### config.mk
export PLATFORM = sky130hd
export DESIGN_NAME = swc_wb_port_bridge
export DESIGN_NICKNAME = d
export VERILOG_FILES = /design/src/rtl/swc_wb_port_bridge.sv
export SDC_FILE = /design/constraint.sdc
export NUM_CORES = 2
export LEC_CHECK = 0
export BUFFER_PORTS_ARGS = -buffer_cell sky130_fd_sc_hd__buf_2
export CORE_AREA = 2 2 325 327
export CTS_BUF_LIST = sky130_fd_sc_hd__clkbuf_8 sky130_fd_sc_hd__clkbuf_16
export CTS_CLUSTER_SIZE = 8
export DETAILED_ROUTE_END_ITERATION = 10
export DIE_AREA = 0 0 327 329
export SLEW_MARGIN = 20
export SYNTH_ARGS = -nofsm -noshare
export SYNTH_HDL_FRONTEND = slang
export SYNTH_SLANG_ARGS = --single-unit
### constraint.sdc
create_clock -name clk_i -period 3 [get_ports clk_i]
set_input_delay 0.15 -clock clk_i [delete_from_list [all_inputs] [get_ports clk_i]]
set_output_delay 0.15 -clock clk_i [all_outputs]
set_load 0.05 [all_outputs]
### src/rtl/swc_wb_port_bridge.sv
// Per-port pipelined Wishbone register slice with 2-entry skid buffers, registered
// stall/return paths and saturating frame/word statistics counters.
module swc_wb_port_bridge #(
  parameter int g_num_ports  = 7,
  parameter int g_data_width = 16,
  parameter int g_addr_width = 2,
  parameter int g_sel_width  = 2,
  parameter int g_cnt_width  = 32
) (
  input  logic                                clk_i,
  input  logic                                rst_i,
  input  logic [g_num_ports*g_data_width-1:0] snk_dat_i,
  input  logic [g_num_ports*g_addr_width-1:0] snk_adr_i,
  input  logic [g_num_ports*g_sel_width-1:0]  snk_sel_i,
  input  logic [g_num_ports-1:0]              snk_cyc_i,
  input  logic [g_num_ports-1:0]              snk_stb_i,
  input  logic [g_num_ports-1:0]              snk_we_i,
  output logic [g_num_ports-1:0]              snk_stall_o,
  output logic [g_num_ports-1:0]              snk_ack_o,
  output logic [g_num_ports-1:0]              snk_err_o,
  output logic [g_num_ports-1:0]              snk_rty_o,
  output logic [g_num_ports*g_data_width-1:0] src_dat_o,
  output logic [g_num_ports*g_addr_width-1:0] src_adr_o,
  output logic [g_num_ports*g_sel_width-1:0]  src_sel_o,
  output logic [g_num_ports-1:0]              src_cyc_o,
  output logic [g_num_ports-1:0]              src_stb_o,
  output logic [g_num_ports-1:0]              src_we_o,
  input  logic [g_num_ports-1:0]              src_stall_i,
  input  logic [g_num_ports-1:0]              src_ack_i,
  input  logic [g_num_ports-1:0]              src_err_i,
  input  logic [g_num_ports-1:0]              src_rty_i,
  input  logic [g_num_ports-1:0]              cnt_clr_i,
  output logic [g_num_ports*g_cnt_width-1:0]  frame_cnt_o,
  output logic [g_num_ports*g_cnt_width-1:0]  word_cnt_o
);

  typedef enum logic [1:0] {
    ST_EMPTY = 2'd0,
    ST_ONE   = 2'd1,
    ST_FULL  = 2'd2
  } state_t;

  // Payload packing: {we, sel, adr, dat}
  localparam int c_pw = 1 + g_sel_width + g_addr_width + g_data_width;
  localparam logic [g_cnt_width-1:0] c_cnt_max = {g_cnt_width{1'b1}};
  localparam logic [g_cnt_width-1:0] c_cnt_one = {{(g_cnt_width-1){1'b0}}, 1'b1};

  for (genvar p = 0; p < g_num_ports; p++) begin : g_port
    state_t                 state_r;
    state_t                 state_next_s;
    logic [c_pw-1:0]        in_pl_s;
    logic [c_pw-1:0]        out_pl_r;
    logic [c_pw-1:0]        skd_pl_r;
    logic [c_pw-1:0]        out_pl_next_s;
    logic [c_pw-1:0]        skd_pl_next_s;
    logic                   accept_s;
    logic                   move_s;
    logic                   cyc_fall_s;
    logic                   stall_r;
    logic                   cyc_r;
    logic                   stb_r;
    logic                   ack_r;
    logic                   err_r;
    logic                   rty_r;
    logic                   cyc_prev_r;
    logic [g_cnt_width-1:0] word_cnt_r;
    logic [g_cnt_width-1:0] frame_cnt_r;

    assign in_pl_s = {snk_we_i[p],
                      snk_sel_i[p*g_sel_width +: g_sel_width],
                      snk_adr_i[p*g_addr_width +: g_addr_width],
                      snk_dat_i[p*g_data_width +: g_data_width]};

    assign accept_s   = snk_cyc_i[p] & snk_stb_i[p] & ~stall_r;
    assign move_s     = (state_r != ST_EMPTY) & ~src_stall_i[p];
    assign cyc_fall_s = cyc_prev_r & ~snk_cyc_i[p];

    // Skid-buffer next state and payload steering
    always_comb begin
      state_next_s  = state_r;
      out_pl_next_s = out_pl_r;
      skd_pl_next_s = skd_pl_r;
      case (state_r)
        ST_EMPTY: begin
          if (accept_s) begin
            state_next_s  = ST_ONE;
            out_pl_next_s = in_pl_s;
          end else begin
            state_next_s = ST_EMPTY;
          end
        end
        ST_ONE: begin
          if (accept_s && move_s) begin
            state_next_s  = ST_ONE;
            out_pl_next_s = in_pl_s;
          end else if (accept_s) begin
            state_next_s  = ST_FULL;
            skd_pl_next_s = in_pl_s;
          end else if (move_s) begin
            state_next_s = ST_EMPTY;
          end else begin
            state_next_s = ST_ONE;
          end
        end
        ST_FULL: begin
          if (move_s) begin
            state_next_s  = ST_ONE;
            out_pl_next_s = skd_pl_r;
          end else begin
            state_next_s = ST_FULL;
          end
        end
        default: begin
          state_next_s = ST_EMPTY;
        end
      endcase
    end

    // Buffer state, registered control outputs and one-cycle return path
    always_ff @(posedge clk_i) begin
      if (rst_i) begin
        state_r  <= ST_EMPTY;
        out_pl_r <= '0;
        skd_pl_r <= '0;
        stall_r  <= 1'b0;
        cyc_r    <= 1'b0;
        stb_r    <= 1'b0;
        ack_r    <= 1'b0;
        err_r    <= 1'b0;
        rty_r    <= 1'b0;
      end else begin
        state_r  <= state_next_s;
        out_pl_r <= out_pl_next_s;
        skd_pl_r <= skd_pl_next_s;
        stall_r  <= (state_next_s == ST_FULL);
        cyc_r    <= snk_cyc_i[p] | (state_next_s != ST_EMPTY);
        stb_r    <= (state_next_s != ST_EMPTY);
        // Responses arriving while the downstream cycle is idle are dropped
        ack_r    <= src_ack_i[p] & cyc_r;
        err_r    <= src_err_i[p] & cyc_r;
        rty_r    <= src_rty_i[p] & cyc_r;
      end
    end

    // Saturating statistics counters; clear wins over a same-cycle increment
    always_ff @(posedge clk_i) begin
      if (rst_i) begin
        cyc_prev_r  <= 1'b0;
        word_cnt_r  <= '0;
        frame_cnt_r <= '0;
      end else begin
        cyc_prev_r <= snk_cyc_i[p];
        if (cnt_clr_i[p]) begin
          word_cnt_r  <= '0;
          frame_cnt_r <= '0;
        end else begin
          if (accept_s && (word_cnt_r != c_cnt_max)) begin
            word_cnt_r <= word_cnt_r + c_cnt_one;
          end else begin
            word_cnt_r <= word_cnt_r;
          end
          if (cyc_fall_s && (frame_cnt_r != c_cnt_max)) begin
            frame_cnt_r <= frame_cnt_r + c_cnt_one;
          end else begin
            frame_cnt_r <= frame_cnt_r;
          end
        end
      end
    end

    assign snk_stall_o[p] = stall_r;
    assign snk_ack_o[p]   = ack_r;
    assign snk_err_o[p]   = err_r;
    assign snk_rty_o[p]   = rty_r;
    assign src_cyc_o[p]   = cyc_r;
    assign src_stb_o[p]   = stb_r;
    assign src_we_o[p]    = out_pl_r[c_pw-1];
    assign src_sel_o[p*g_sel_width +: g_sel_width] =
      out_pl_r[g_addr_width+g_data_width +: g_sel_width];
    assign src_adr_o[p*g_addr_width +: g_addr_width] =
      out_pl_r[g_data_width +: g_addr_width];
    assign src_dat_o[p*g_data_width +: g_data_width] = out_pl_r[g_data_width-1:0];
    assign word_cnt_o[p*g_cnt_width +: g_cnt_width]  = word_cnt_r;
    assign frame_cnt_o[p*g_cnt_width +: g_cnt_width] = frame_cnt_r;
  end

endmodule

# Word-level counts from Yosys, hierarchy flattened
# Cells that the tools add are included.
# totals
ff_bits	805
word_cells	378
# classes
mux	70
n_bitwise	84
n_eq_ne	56
add_sub_neg	14
reduce_logical	70
# op_table
cell	count
$add 32x1->32 const B	14
$ne 32x32->1 const B	14
$mux 21	21
$pmux 21 s3	7
$and 1x1->1	49
$mux 2	21
$ne 2x2->1 const B	21
$pmux 2 s3	7
$eq 2x2->1 const B	14
$not 1->1	28
$reduce_and 4->1	7
$reduce_bool 2->1	14
$logic_and 1x1->1	21
$reduce_and 3->1	7
$reduce_bool 3->1	7
$eq 2x1->1 const B	7
$logic_not 2->1	7
$mux 1	14
$reduce_or 2->1	7
$or 1x1->1	7

# Logic depth before layout (Yosys ltp)
# depth
depth_word	8
mapped_depth	9

# Least setup slack after synthesis
# OpenSTA, ideal clock, no wires.
# synth_timing
kind	register to register
startpoint	register g_port[0].word_cnt_r[3]
endpoint	register g_port[0].word_cnt_r[25]
arrival_ps	2717
required_time_ps	2939
synth_period_minus_slack_ps	2778
path_slack_ps	222
stages_incl_launch_ff	8
path_buffers	2
path_cell_list	dfxtp_1 -> nand4_2 -> or4_1 -> clkbuf_2 -> or4_1 -> buf_2 -> or4_1 -> nand2_1
# synth_via
elab_chain_len	2
elab_cells_between_ends	3
classes_between	add/sub (1); eq/ne (1); reduce/logical (1)
# synth_lines
item	line	rtl
start: declaration	66	logic [g_cnt_width-1:0] word_cnt_r;
start signal: assignment	158	word_cnt_r <= word_cnt_r + c_cnt_one;
start signal: assignment	160	word_cnt_r <= word_cnt_r;
branches (longest 2 deep; another with $add 32x1->32)	--	
# Parallel ways; which one is timed is not known.
# A chain may end at the register's enable or synchronous reset.

# Final worst setup path
# layout_timing
startpoint	register g_port[0].word_cnt_r[4]
endpoint	register g_port[0].word_cnt_r[25]
# Same word-level chain as after synthesis.

==> PnR_summary.wiki <==
{| class="wikitable"
! Metric !! Value
|-
| Summed instance area of the synthesized netlist || roughly 36,000 um2
|-
| Top FF cell, synth || dfxtp_1
|-
| Gp weighted congestion || 0.912
|-
| Critical path data arrival time || ~3.3 ns
|-
| Number of pins with negative max-slew slack in the final report || 0
|-
| # nets final || ~5,500
|-
| Min-Delay Endpoint || g_port[3].stall_r$_SDFF_PP0_
|-
| Mux contribution to synthesized area || a little under 5%
|-
| Net count after synthesis || approximately 4,500
|-
| Wire length of the first global-routing pass || slightly below 200,000 um
|-
| Depth of the CTS H-tree || 3
|-
| Main combinational cell family by area after synthesis || simple AND/OR/NAND/NOR gates
|-
| Endpoints failing hold || 0
|-
| Number of rows created at floorplan || approximately 120
|-
| Reg-to-reg endpoint || g_port[0].word_cnt_r[25]$_SDFFE_PP0P_
|-
| Path class of the lowest-slack min-delay path || input pin to flop
|-
| GR Util All Layers || a little under a quarter
|-
| P&R area growth vs syn || 29.9%
|-
| TNS Setup || 0 ns
|-
| Number of DRC violations after detailed-routing iteration 0 || around 2,300
|-
| Antenna violations before repair || 15
|-
| Synthesis warning total || 0
|-
| Most repeated library cell on the critical path || or4_1
|-
| Via count of the first global-routing pass || approximately 33,000
|-
| CTS clk-pin slew, worst paths || ~0.05 ns
|-
| Depth of the worst register-to-register path || 5
|-
| Register-to-Register Setup Slack || about 0.36 ns
|-
| Horiz. Die Dim || 327 um
|-
| Detail-routed net length per standard cell || approximately 19 um
|-
| Average size of a mapped cell || roughly 8.4 um2
|-
| Flops & latches, synth || just over 800
|-
| Drt pass-1 iters || 7
|-
| Fraction of the mapped netlist area in simple logic gates || 25.7%
|-
| Post-place setup slack || around 0.42 ns
|-
| Power per cell area || ~530 nW/um2
|-
| Worst Skew || ~0.018 ns
|-
| Die outline area || between 100,000 and 150,000 um2
|-
| Number of setup violations in the final report || 0
|-
| Final period demand of the worst path || roughly 2.6 ns
|-
| Maxcap violations || 0
|-
| Leak pwr || roughly 0.019 uW
|-
| Clock buffer count from CTS || around 110
|-
| Area of the core || about 100,000 um2
|-
| Fraction of layout instances using a drive strength above 1 || a little over a fifth
|-
| Startpoint of the tightest hold check path || snk_stb_i[3]
|-
| Post-route design area || between 40,000 and 50,000 um2
|-
| Xor and xnor area share after synthesis || around 3.0%
|-
| Worst-margin pin slew || 0.998 ns
|-
| Highest clock rate || around 0.38 GHz
|-
| Cells traversed along the worst timing path || nand4_2 -> or4_1 -> or4_1 -> or4_1 -> nand2_1
|-
| Launch point of the worst reg-to-reg path || g_port[0].word_cnt_r[4]$_SDFFE_PP0P_
|-
| Clock sink count || around 810
|-
| Post-synthesis instance total || between 4,000 and 5,000
|-
| Worst-path fanout max || 8
|-
| Number of enable flip-flop cells after synthesis || 0
|-
| Number of buffer and inverter instances along the worst setup path || 0
|-
| TritonCTS clock tree || done
|-
| Largest net degree at the start of global routing || approximately 130
|-
| Latest clock arrival within the worst-skew pair || 0.69 ns
|-
| Via-to-Cell Ratio || about 5.4
|-
| Top delay family on crit path || simple AND/OR/NAND/NOR gates
|-
| Setup repair after global routing missed its margin || false
|-
| Initial standard-cell utilization of the core || approximately a third
|-
| Complex-gate fraction of the synthesized area || between 10% and 20%
|-
| Top-level I/O count || between 800 and 900
|-
| Async set or reset register ratio after synthesis || 0%
|-
| Commonest cells after routing, fill and taps aside || 833 x buf_2, 805 x dfxtp_1, 583 x nand2_1
|-
| Stage delay of the slowest cell on the critical path || between 0.6 and 0.7 ns
|-
| Worst path required time || around 3.6 ns
|-
| Library cell used as clock root buffer || clkbuf_16
|-
| Largest buffer count on any clock path || 3
|-
| Final worst-path setup slack || between 0.3 and 0.4 ns
|-
| Detailed-route via count || ~36,000
|-
| Netlist cell types || ~70
|-
| Final-layout worst hold slack || ~0.076 ns
|-
| Floorplan die height || approximately 330 um
|-
| Crit start category || flop
|-
| Number of DRC violations after detailed routing || 0
|-
| Register area share after synthesis || 44.4%
|-
| Leading cell type in the layout, fill and taps excluded || buf_2
|-
| Post-detailed-route count of antenna-violating nets || 0
|-
| Crit Path Class || flop to flop
|-
| Detailed-placement wirelength estimate || roughly 94,000 um
|-
| # port buffers || roughly 830
|-
| Status || finished clean
|-
| Cell with the biggest individual delay on the critical path || or4_1
|-
| Max-Slew Margin vs Limit || approximately 33%
|-
| IR Drop Worst-Case VDD || ~0.00050 V
|-
| Global-route congestion overflow total || 0
|-
| Post-placement cell area || ~42,000 um2
|-
| Share of the clock period used by the worst path after layout || slightly below 90%
|-
| Crit end category || flop
|-
| Routed WL || ~130,000 um
|-
| Count of cells along the worst hold path || 4
|-
| Share of synthesized cell area in full adder, half adder and majority cells || less than 1%
|}
[worst register-to-register path, cell delays in order, from the launching register on]
cell and delay [ns]:
dfxtp_1 0.44, nand4_2 0.20, or4_1 0.69, or4_1 0.67, or4_1 0.51, nand2_1 0.08
[power breakdown]
group / internal, uW / switching, uW / leakage [uW] / total (uW)
sequential: 10900 / 133 / 0.00652 / 11100
clock: 6810 / 4710 / 0.00151 / 11500
combinational: 706 / 1580 / 0.0106 / 2290
total: 18500 / 6420 / 0.0187 / 24900
[kinds of logic after synthesis]
group | count (synthesis)
DFF | 805
muxes | 176
AOI/OAI and AO/OA | 1024
xor gates and xnor gates | 123
and+or+nand+nor | 1838
buffers and inverters | 350
adders and majority gates | 14
[flip-flops by register name (all words and copies together), names as in the netlist]
register	cells
g_port.skd_pl_r	147
g_port.cyc_r	7
g_port.ack_r	7
g_port.stb_r	7
g_port.out_pl_r	147
g_port.rty_r	7
g_port.state_r	14
g_port.err_r	7
g_port.word_cnt_r	224
g_port.stall_r	7
g_port.cyc_prev_r	7
g_port.frame_cnt_r	224
[synth_stat cells (15+ instances only)]
library cell / number / area share (%)
dfxtp_1: 805 / 44
nand2_1: 583 / 6.0
a21oi_1: 417 / 5.8
nor2_1: 364 / 3.8
clkbuf_1: 230 / 2.4
a211oi_1: 168 / 3.5
o21ai_0: 168 / 2.3
or3_1: 165 / 2.8
mux2i_1: 162 / 4.5
nand3_1: 141 / 1.9
nand4_1: 129 / 2.2
or4_1: 112 / 2.3
xnor2_1: 96 / 2.3
o31ai_1: 87 / 1.8
and4_1: 56 / 1.4
inv_1: 54 / 0.56
nor4_1: 53 / 0.91
and2_1: 45 / 0.78
buf_4: 42 / 0.87
and3_1: 39 / 0.67
nor3_1: 38 / 0.52
o211ai_1: 34 / 0.70
or2_2: 30 / 0.52
xor2_1: 27 / 0.65
a31oi_1: 24 / 0.41
buf_1: 21 / 0.22
nor2b_1: 20 / 0.34
a31o_2: 15 / 0.36
[cell type report]
type | count | area [um2]
antenna | 13 | 32.5
clock buffer | 114 | 2850
clock inverter | 16 | 171
fill | 10300 | 57300
inverter | 54 | 203
multi-input combinational | 3175 | 18800
sequential | 805 | 16100
tap | 1391 | 1740
timing repair buffer | 1151 | 7170
[layer usage]
metal | vias to the layer above | share of wire, % | GRT usage [%]
met2 | 1133 | 47 | 37.2
met4 | 6 | 5.7 | 11.8
met5 | - | 0.036 | 0
met3 | 350 | 6.4 | 5.44
met1 | 17200 | 41 | 27.3
li1 | 17700 | - | -
[timing repair]
action / in CTS / in global routing
hold endpoints to repair: 414 / 0
hold buffers: 221 / 0
gates resized for setup: 0 / 0
buffers inserted: 0 / 0
[through the flow]
| step | cells | total power, uW | utilization [%] |
|---|---|---|---|
| 6_report | 6719 | 24900 | 45.1 |
| 2_1_floorplan | 4330 | 12700 | - |
| 4_1_cts | 6706 | 25200 | 45.1 |
| 3_3_place_gp | 6355 | 13300 | 40.1 |
| 5_1_grt | 6717 | 25700 | 45.1 |
| 3_5_place_dp | 6355 | 13400 | 40.1 |
[worst max-delay path by stage]
stage | startpoint | endpoint | slack, ns | cells after the start
floorplan | g_port[0].word_cnt_r[3]$_SDFFE_PP0P_ | g_port[0].word_cnt_r[25]$_SDFFE_PP0P_ | 0.22 | 7
global placement | g_port[0].word_cnt_r[3]$_SDFFE_PP0P_ | g_port[0].word_cnt_r[29]$_SDFFE_PP0P_ | 0.47 | 5
detailed placement | g_port[0].word_cnt_r[3]$_SDFFE_PP0P_ | g_port[0].word_cnt_r[25]$_SDFFE_PP0P_ | 0.42 | 5
CTS | g_port[0].word_cnt_r[4]$_SDFFE_PP0P_ | g_port[0].word_cnt_r[27]$_SDFFE_PP0P_ | 0.39 | 5
global route | g_port[6].frame_cnt_r[3]$_SDFFE_PP0P_ | g_port[6].frame_cnt_r[21]$_SDFFE_PP0P_ | 0.22 | 5
finish | g_port[0].word_cnt_r[4]$_SDFFE_PP0P_ | g_port[0].word_cnt_r[25]$_SDFFE_PP0P_ | 0.36 | 5
Note: power is estimated with default switching activity, not from simulation.
